--- config.mk ---
export PLATFORM = sky130hd
export DESIGN_NAME = instr_register_alu
export DESIGN_NICKNAME = d
export VERILOG_FILES = /design/src/rtl/instr_register_alu.sv
export SDC_FILE = /design/constraint.sdc
export NUM_CORES = 2
export LEC_CHECK = 0
export CORE_MARGIN = 3
export CORE_UTILIZATION = 35
export CTS_CLUSTER_DIAMETER = 50
export DETAILED_ROUTE_END_ITERATION = 7
export GPL_TIMING_DRIVEN = 0
export PLACE_DENSITY_LB_ADDON = 0.1
export SETUP_SLACK_MARGIN = 0.5
export SYNTH_ARGS = -nofsm -noshare
export SYNTH_HDL_FRONTEND = slang
export SYNTH_SLANG_ARGS = --single-unit
--- constraint.sdc ---
create_clock -name clk -period 39.4 [get_ports clk]
set_clock_uncertainty 0.2 [all_clocks]
set_input_delay 3.94 -clock clk [delete_from_list [all_inputs] [get_ports clk]]
set_output_delay 3.94 -clock clk [all_outputs]
set_load 0.03 [all_outputs]
--- src/rtl/instr_register_alu.sv ---
// Instruction register file with a two-stage write pipeline (capture, then ALU + commit)
// and a one-cycle registered read port with write-first bypass from the commit stage.
`timescale 1ns/1ps
module instr_register_alu #(
   parameter int DEPTH = 32,
   parameter int OP_W  = 8,
   localparam int AW    = $clog2(DEPTH),
   localparam int RES_W = 2 * OP_W
) (
   input  logic              clk,
   input  logic              reset,
   input  logic              load_en,
   input  logic [AW-1:0]     write_pointer,
   input  logic [2:0]        opcode,
   input  logic [OP_W-1:0]   operand_a,
   input  logic [OP_W-1:0]   operand_b,
   input  logic              clear_all,
   input  logic              read_en,
   input  logic [AW-1:0]     read_pointer,
   output logic [2:0]        rd_opc,
   output logic [OP_W-1:0]   rd_op_a,
   output logic [OP_W-1:0]   rd_op_b,
   output logic [RES_W-1:0]  rd_rez,
   output logic              rd_valid,
   output logic              rd_entry_valid,
   output logic              rd_div_zero,
   output logic [AW:0]       occupancy
);

   typedef struct packed {
      logic [2:0]       opc;
      logic [OP_W-1:0]  op_a;
      logic [OP_W-1:0]  op_b;
      logic [RES_W-1:0] rez;
      logic             div_zero;
   } entry_t;

   logic             s1_valid;
   logic [AW-1:0]    s1_ptr;
   logic [2:0]       s1_opc;
   logic [OP_W-1:0]  s1_a;
   logic [OP_W-1:0]  s1_b;

   entry_t           mem [DEPTH];
   logic [DEPTH-1:0] valid_q;
   logic [DEPTH-1:0] valid_d;
   logic [AW:0]      occ_d;

   logic signed [RES_W-1:0] a_ext;
   logic signed [RES_W-1:0] b_ext;
   logic signed [RES_W-1:0] div_b;
   entry_t           commit;
   entry_t           rd_src;
   logic             rd_hit;

   always_ff @(posedge clk or posedge reset) begin
      if (reset) begin
         s1_valid <= 1'b0;
         s1_ptr   <= '0;
         s1_opc   <= '0;
         s1_a     <= '0;
         s1_b     <= '0;
      end else begin
         s1_valid <= load_en;
         if (load_en) begin
            s1_ptr <= write_pointer;
            s1_opc <= opcode;
            s1_a   <= operand_a;
            s1_b   <= operand_b;
         end
      end
   end

   // Operand a is signed, b unsigned; widening both to RES_W makes every result exact.
   always_comb begin
      a_ext = {{OP_W{s1_a[OP_W-1]}}, s1_a};
      b_ext = {{OP_W{1'b0}}, s1_b};
      div_b = (s1_b == '0) ? {{(RES_W-1){1'b0}}, 1'b1} : b_ext;
      commit.opc      = s1_opc;
      commit.op_a     = s1_a;
      commit.op_b     = s1_b;
      commit.rez      = '0;
      commit.div_zero = 1'b0;
      case (s1_opc)
         3'd1: commit.rez = a_ext;
         3'd2: commit.rez = b_ext;
         3'd3: commit.rez = a_ext + b_ext;
         3'd4: commit.rez = a_ext - b_ext;
         3'd5: commit.rez = a_ext * b_ext;
         3'd6: begin
            if (s1_b == '0) commit.div_zero = 1'b1;
            else            commit.rez = a_ext / div_b;
         end
         3'd7: begin
            if (s1_b == '0) commit.div_zero = 1'b1;
            else            commit.rez = a_ext % div_b;
         end
         default: commit.rez = '0;
      endcase
   end

   always_ff @(posedge clk) begin
      if (s1_valid) mem[s1_ptr] <= commit;
   end

   // A commit on the clearing edge survives the clear.
   always_comb begin
      valid_d = valid_q;
      occ_d   = occupancy;
      if (clear_all) begin
         valid_d = '0;
         occ_d   = '0;
      end
      if (s1_valid) begin
         if (!valid_d[s1_ptr]) occ_d = occ_d + (AW+1)'(1);
         valid_d[s1_ptr] = 1'b1;
      end
   end

   always_ff @(posedge clk or posedge reset) begin
      if (reset) begin
         valid_q   <= '0;
         occupancy <= '0;
      end else begin
         valid_q   <= valid_d;
         occupancy <= occ_d;
      end
   end

   always_comb begin
      rd_src = '0;
      rd_hit = 1'b0;
      if (s1_valid && s1_ptr == read_pointer) begin
         rd_src = commit;
         rd_hit = 1'b1;
      end else if (valid_q[read_pointer]) begin
         rd_src = mem[read_pointer];
         rd_hit = 1'b1;
      end
   end

   always_ff @(posedge clk or posedge reset) begin
      if (reset) begin
         rd_valid       <= 1'b0;
         rd_entry_valid <= 1'b0;
         rd_div_zero    <= 1'b0;
         rd_opc         <= '0;
         rd_op_a        <= '0;
         rd_op_b        <= '0;
         rd_rez         <= '0;
      end else begin
         rd_valid <= read_en;
         if (read_en) begin
            rd_entry_valid <= rd_hit;
            rd_div_zero    <= rd_src.div_zero;
            rd_opc         <= rd_src.opc;
            rd_op_a        <= rd_src.op_a;
            rd_op_b        <= rd_src.op_b;
            rd_rez         <= rd_src.rez;
         end
      end
   end

endmodule
### Yosys cells after proc, flatten, opt, wreduce, memory -nomap -nowiden

Memories as Yosys holds them, arrays and structs flattened.
Index checks and enable logic that the tools add are counted.

| cells by class | value |
|---|---|
| add/subtract/negate cells | 3 |
| multiply operators | 1 |
| divide/modulo/power cells | 2 |
| $lt $le $gt $ge | 3 |
| equality and inequality tests | 8 |
| mux-type cells | 23 |
| bitwise operators | 1 |
| reduce and logical (&&, ||, !) cells | 4 |

Operators by type and width:

| cell | count |
|---|---|
| $pmux 16 s7 | 1 |
| $mux 36 | 2 |
| $mux 32 | 2 |
| $mux 16 | 2 |
| $or 32x32->32 | 1 |
| $mux 6 | 3 |
| $div 16x16->16 | 1 |
| $mod 16x16->16 | 1 |
| $mul 8x9->16 | 1 |
| $eq 3x3->1 const B | 4 |
| $lt 5x6->1 const B | 2 |
| $add 8x9->10 | 1 |
| $bmux 1 s5 | 2 |
| $sub 8x9->10 | 1 |
| $mux 1 | 9 |
| $logic_not 8->1 | 1 |
| $mux 8 | 1 |
| $add 6x1->6 const B | 1 |
| $eq 3x2->1 const B | 2 |
| $demux 1 s5 | 1 |
| $eq 5x5->1 | 1 |
| $ge 5x1->1 const B | 1 |
| $eq 3x1->1 const B | 1 |
| $logic_and 1x1->1 | 2 |
| $reduce_or 2->1 | 1 |

| word-level totals | value |
|---|---|
| flip-flop bits (word level) | 101 |
| RAM bits | 1152 |
| input bits | 34 |
| memories | 1 |

Memories:

| name | depth | width | read ports | clocked after memory_dff | wr ports | line | RTL |
|---|---|---|---|---|---|---|---|
| mem | 32 | 36 | 1 | 0 | 1 | 44 | `entry_t mem [DEPTH];` |

### Longest topological paths before layout

| logic depth | value |
|---|---|
| depth in word-level cells | 6 |
| mapped depth | 163 |
| gate-level depth less buffers | 151 |

### Least setup slack after synthesis

OpenSTA, ideal clock, no wires.

| timing path | value |
|---|---|
| path type | register to register |
| start point | register s1_b[4] |
| end point | memory mem[0][15] (netlist name), data pin |
| library setup time | 0.368 ns |
| arrival | 31.734 ns |
| required time | 38.832 ns |
| path slack | 7.098 ns |
| cell stages (with the launch flop) | 142 |
| path buffers | 14 |
| cells stage by stage | dfrtp_1 -> clkbuf_1 -> inv_1 -> nand3_1 -> nor3_1 -> or2_2 -> inv_1 -> ha_1 -> o211ai_1 -> a211oi_1 -> ha_1 -> o21a_1 -> o2bb2ai_4 -> mux2_2 -> ha_1 -> or3_1 -> o221ai_1 -> a21o_1 -> [106 not listed] -> o21ai_0 -> nand2b_1 -> a21o_1 -> a21o_1 -> a21o_1 -> a21oi_1 -> and3_1 -> buf_2 -> nand2_4 -> clkbuf_1 -> o21ai_0 -> ha_1 -> inv_1 -> a2111oi_0 -> o21bai_1 -> o31ai_1 -> xor2_1 -> o21ai_1 |

RTL lines:

| what | line | RTL |
|---|---|---|
| start: declaration | 42 | `logic [OP_W-1:0] s1_b;` |
| start signal: assignment | 69 | `s1_b <= operand_b;` |
| end: declaration | 44 |  |

==> parameters.txt <==
Parameter                              Value

Global route
  Initial antenna violation count    5
  Number of global-route vias before repair    34,838
  Largest net degree at the start of global routing    76
  First-pass GRT wire length    266,000 um
  Total overflow reported by the global router    0
  Combined global-route utilization of all metal layers    0.217

Setup path
  CP most frequent cell    sky130_fd_sc_hd__o21a_1
  Number of cells on the worst reg-to-reg path    143
  Data arrival time of the critical path    36.65 ns
  Reg-to-reg critical path endpoint    rd_rez[12]
  Capturing instance or port of the critical path    rd_rez[12]
  Largest driver fanout on the critical path    34
  Crit-path slowest cell    sky130_fd_sc_hd__dfrtp_2
  WS Path Type    reg -> reg
  Crit path launch    s1_b[3]
  Nature of the critical path startpoint    flop
  FF-to-FF Start    s1_b[3]
  Crit path required time    39.85 ns
  Slowest cell delay on critical path    0.81 ns
  Reg2Reg Setup Slack    3.20 ns
  Kind of end point of the critical path    flop

Synthesis
  Mean instance size in the synthesized netlist    around 17 um^2
  Compound-Gate Fraction of Synth Area    0.0659
  Main area contributors after synthesis    sky130_fd_sc_hd__edfxtp_1, sky130_fd_sc_hd__mux4_2, sky130_fd_sc_hd__dfrtp_1
  Share of synthesized flip-flops with an asynchronous set or reset    0.0806
  Yosys warning total    0
  Top-count cell post-synth    sky130_fd_sc_hd__edfxtp_1
  Biggest area consumer among synthesized cells    sky130_fd_sc_hd__edfxtp_1
  Post-synthesis xor/xnor area fraction    0.0184
  Unique cell type count in the Yosys netlist    111
  Post-synthesis register bit count    approximately 1,300
  Arithmetic-cell share of the synthesized area counting full adders, half adders and majority gates    0.0482
  Mapped cell area    between 50,000 and 60,000 um^2
  Post-synthesis share of cell area spent on and, or, nand and nor gates    0.0522
  Dominant combinational cell family by area after synthesis    multiplexers
  Number of flops mapped to enable cells by yosys    1,152
  Leading register cell type out of synthesis    sky130_fd_sc_hd__edfxtp_1
  Most frequent cells after synthesis    sky130_fd_sc_hd__edfxtp_1, sky130_fd_sc_hd__mux4_2, sky130_fd_sc_hd__nor2_1
  Sequential area share after synthesis    0.631
  Share of the synthesized area in the top cell type    0.588
  Multiplexer share of the synthesized area    0.163
  Synth Instances    3,558

Timing
  Max-slew headroom    0.00926
  Final setup slack of the worst path    about 3.2 ns
  Max frequency    27.6 MHz
  Post-layout min period    approximately 36 ns
  Post-route clock period utilization    0.919
  Final Hold Viols    0
  Number of failing setup endpoints in the final timing report    0
  Slew at the pin closest to its max-slew limit    between 1 and 1.5 ns
  Setup repair after global routing missed its margin    false
  Max-slew violation count    0

Floorplan
  Total number of placement rows    roughly 150
  Area of the die    173,000 um^2
  Die span in x    416 um
  Die Y    roughly 420 um
  Top-Level Pins    78
  Area inside the core boundary    between 150,000 and 200,000 um^2
  Starting density of the core    0.355

Clock tree
  Clock-pin transition on the worst setup and hold timing paths    0.06 ns
  Hold Buf Count CTS    0
  Clock Path Buffers    3
  Root buffer cell    sky130_fd_sc_hd__clkbuf_16
  Later-pin clock latency in the skew report    0.76 ns
  TritonCTS Buffers    between 100 and 150
  Clock tree from TritonCTS    yes
  Total number of H-tree levels    4
  TritonCTS sink count    1,253

Finish
  Area growth from synthesis to final layout    18.0%
  Final net count    4,108
  Fillers    15,008
  Fraction of final layout cells sized beyond drive strength 1    0.221

Drt
  Remaining design rule violation count    0
  Average routed wire per standard cell    30.5 um
  Detailed-route via count    roughly 34,000
  Average vias per placed instance    5.56
  Number of detailed-routing iterations run before antenna repair    6
  First-iteration detailed-routing DRC count    2,962
  Remaining antenna violation count after routing    0
  Wire length reported by the detailed router    approximately 190,000 um

Run status
  Result of the run    finished, violations left
  Violated checks    capacitance limit

Placement
  Number of buffers added on ports    75
  Hpwl dp    133,000 um
  Placement-stage worst setup slack    -2.33 ns
  Final weighted congestion of routability-driven global placement    0.868

Run
  Max capacitance violation total    1

Min path
  Hold Crit Class    reg -> reg
-- cells in the final DEF (no fill, tap or decap), types with 28 or more instances in the layout --
cell type	count
sky130_fd_sc_hd__nor2_4	32
sky130_fd_sc_hd__o22ai_1	44
sky130_fd_sc_hd__buf_16	30
sky130_fd_sc_hd__buf_1	37
sky130_fd_sc_hd__o21ai_0	77
sky130_fd_sc_hd__clkdlybuf4s50_1	75
sky130_fd_sc_hd__fa_1	40
sky130_fd_sc_hd__a21o_1	38
sky130_fd_sc_hd__dfrtp_1	90
sky130_fd_sc_hd__mux4_2	379
sky130_fd_sc_hd__clkbuf_1	143
sky130_fd_sc_hd__and2_1	28
sky130_fd_sc_hd__inv_1	138
sky130_fd_sc_hd__mux2i_1	47
sky130_fd_sc_hd__o21a_1	39
sky130_fd_sc_hd__mux2_2	43
sky130_fd_sc_hd__a21oi_1	132
sky130_fd_sc_hd__edfxtp_1	1152
sky130_fd_sc_hd__clkbuf_16	147
sky130_fd_sc_hd__nand2_1	142
sky130_fd_sc_hd__nor3_1	80
sky130_fd_sc_hd__ha_1	162
sky130_fd_sc_hd__buf_12	50
sky130_fd_sc_hd__xor2_1	53
sky130_fd_sc_hd__xnor2_1	68
sky130_fd_sc_hd__nand3_1	28
sky130_fd_sc_hd__nor2_1	167
-- through the flow --
| step | hold WS [ns] | instance area (um^2) | instances | setup TNS (ns) | utilization |
|---|---|---|---|---|---|
| after floorplan | 0.313 | 58900 | 3565 | 0 | - |
| after global placement | 0.292 | 62400 | 5829 | -1600.38 | 0.376 |
| after detailed placement | 0.297 | 64600 | 5912 | -540.92 | 0.389 |
| after CTS | 0.311 | 69300 | 6166 | 0 | 0.418 |
| after global routing | 0.341 | 69400 | 6171 | 0 | 0.418 |
| final | 0.307 | 69400 | 6172 | 0 | 0.418 |
-- cell type report --
class | count | area [um^2] | area share
flip-flops and latches | 1253 | 37100 | 0.535
multi-input cells | 1989 | 21000 | 0.302
clock buffers | 174 | 3800 | 0.0547
well taps | 2189 | 2740 | 0.0394
repair buffers | 164 | 2660 | 0.0384
clock inverters | 78 | 848 | 0.0122
plain buffers | 179 | 717 | 0.0103
inverters | 144 | 557 | 0.00802
diodes | 2 | 5.00 | 0.0000721
-- per-layer routing --
layer	part of all wire	GRT usage
met1	0.41	0.281
met2	0.51	0.379
met3	0.045	0.0278
met4	0.031	0.0673
met5	0	0
-- worst min-delay path by stage --
stage	from	to	slack, ns	depth (start not counted)
after floorplan	valid_q[10]	valid_q[10]	0.31	2
after global placement	rd_div_zero	rd_div_zero	0.29	1
after detailed placement	rd_div_zero	rd_div_zero	0.30	1
after CTS	rd_div_zero	rd_div_zero	0.31	1
after global routing	rd_rez[9]	rd_rez[9]	0.34	1
final	rd_div_zero	rd_div_zero	0.31	1
-- critical path: cells and delay by family (launching register included) --
kind | cells | cell delay [ns]
AOI/OAI and AO/OA | 77 | 18.36
muxes | 4 | 1.52
adders and majority gates | 15 | 4.55
DFF | 1 | 0.81
xor gates and xnor gates | 1 | 0.12
buffers and inverters | 18 | 4.67
and+or+nand+nor | 28 | 5.71
-- timing repair --
action,4_1_cts,5_1_grt
setup endpoints to repair,528,528
pin swaps,0,1
gates resized for setup,12,31
gates cloned,0,0
buffers inserted,2,2
-- logic make-up after synthesis --
| logic type | after synthesis |
|---|---|
| AO/OA/AOI/OAI | 549 |
| AND/OR/NAND/NOR | 631 |
| flip-flops | 1253 |
| multiplexers | 476 |
| other | 1 |
| XOR/XNOR | 122 |
| buffers and inverters | 323 |
| adder cells (fa/ha/maj) | 203 |
-- sequential cells by signal, summed over array words and instances, names as in the netlist, 3 cells and up --
register / cells
rd_op_b: 8
s1_a: 8
valid_q: 32
rd_opc: 3
s1_opc: 3
s1_ptr: 5
occupancy: 6
s1_b: 8
mem: 1152
rd_op_a: 8
rd_rez: 16
Power is not shown: default switching activity piles up to over one toggle a cycle in this logic, so the estimate is an artifact.
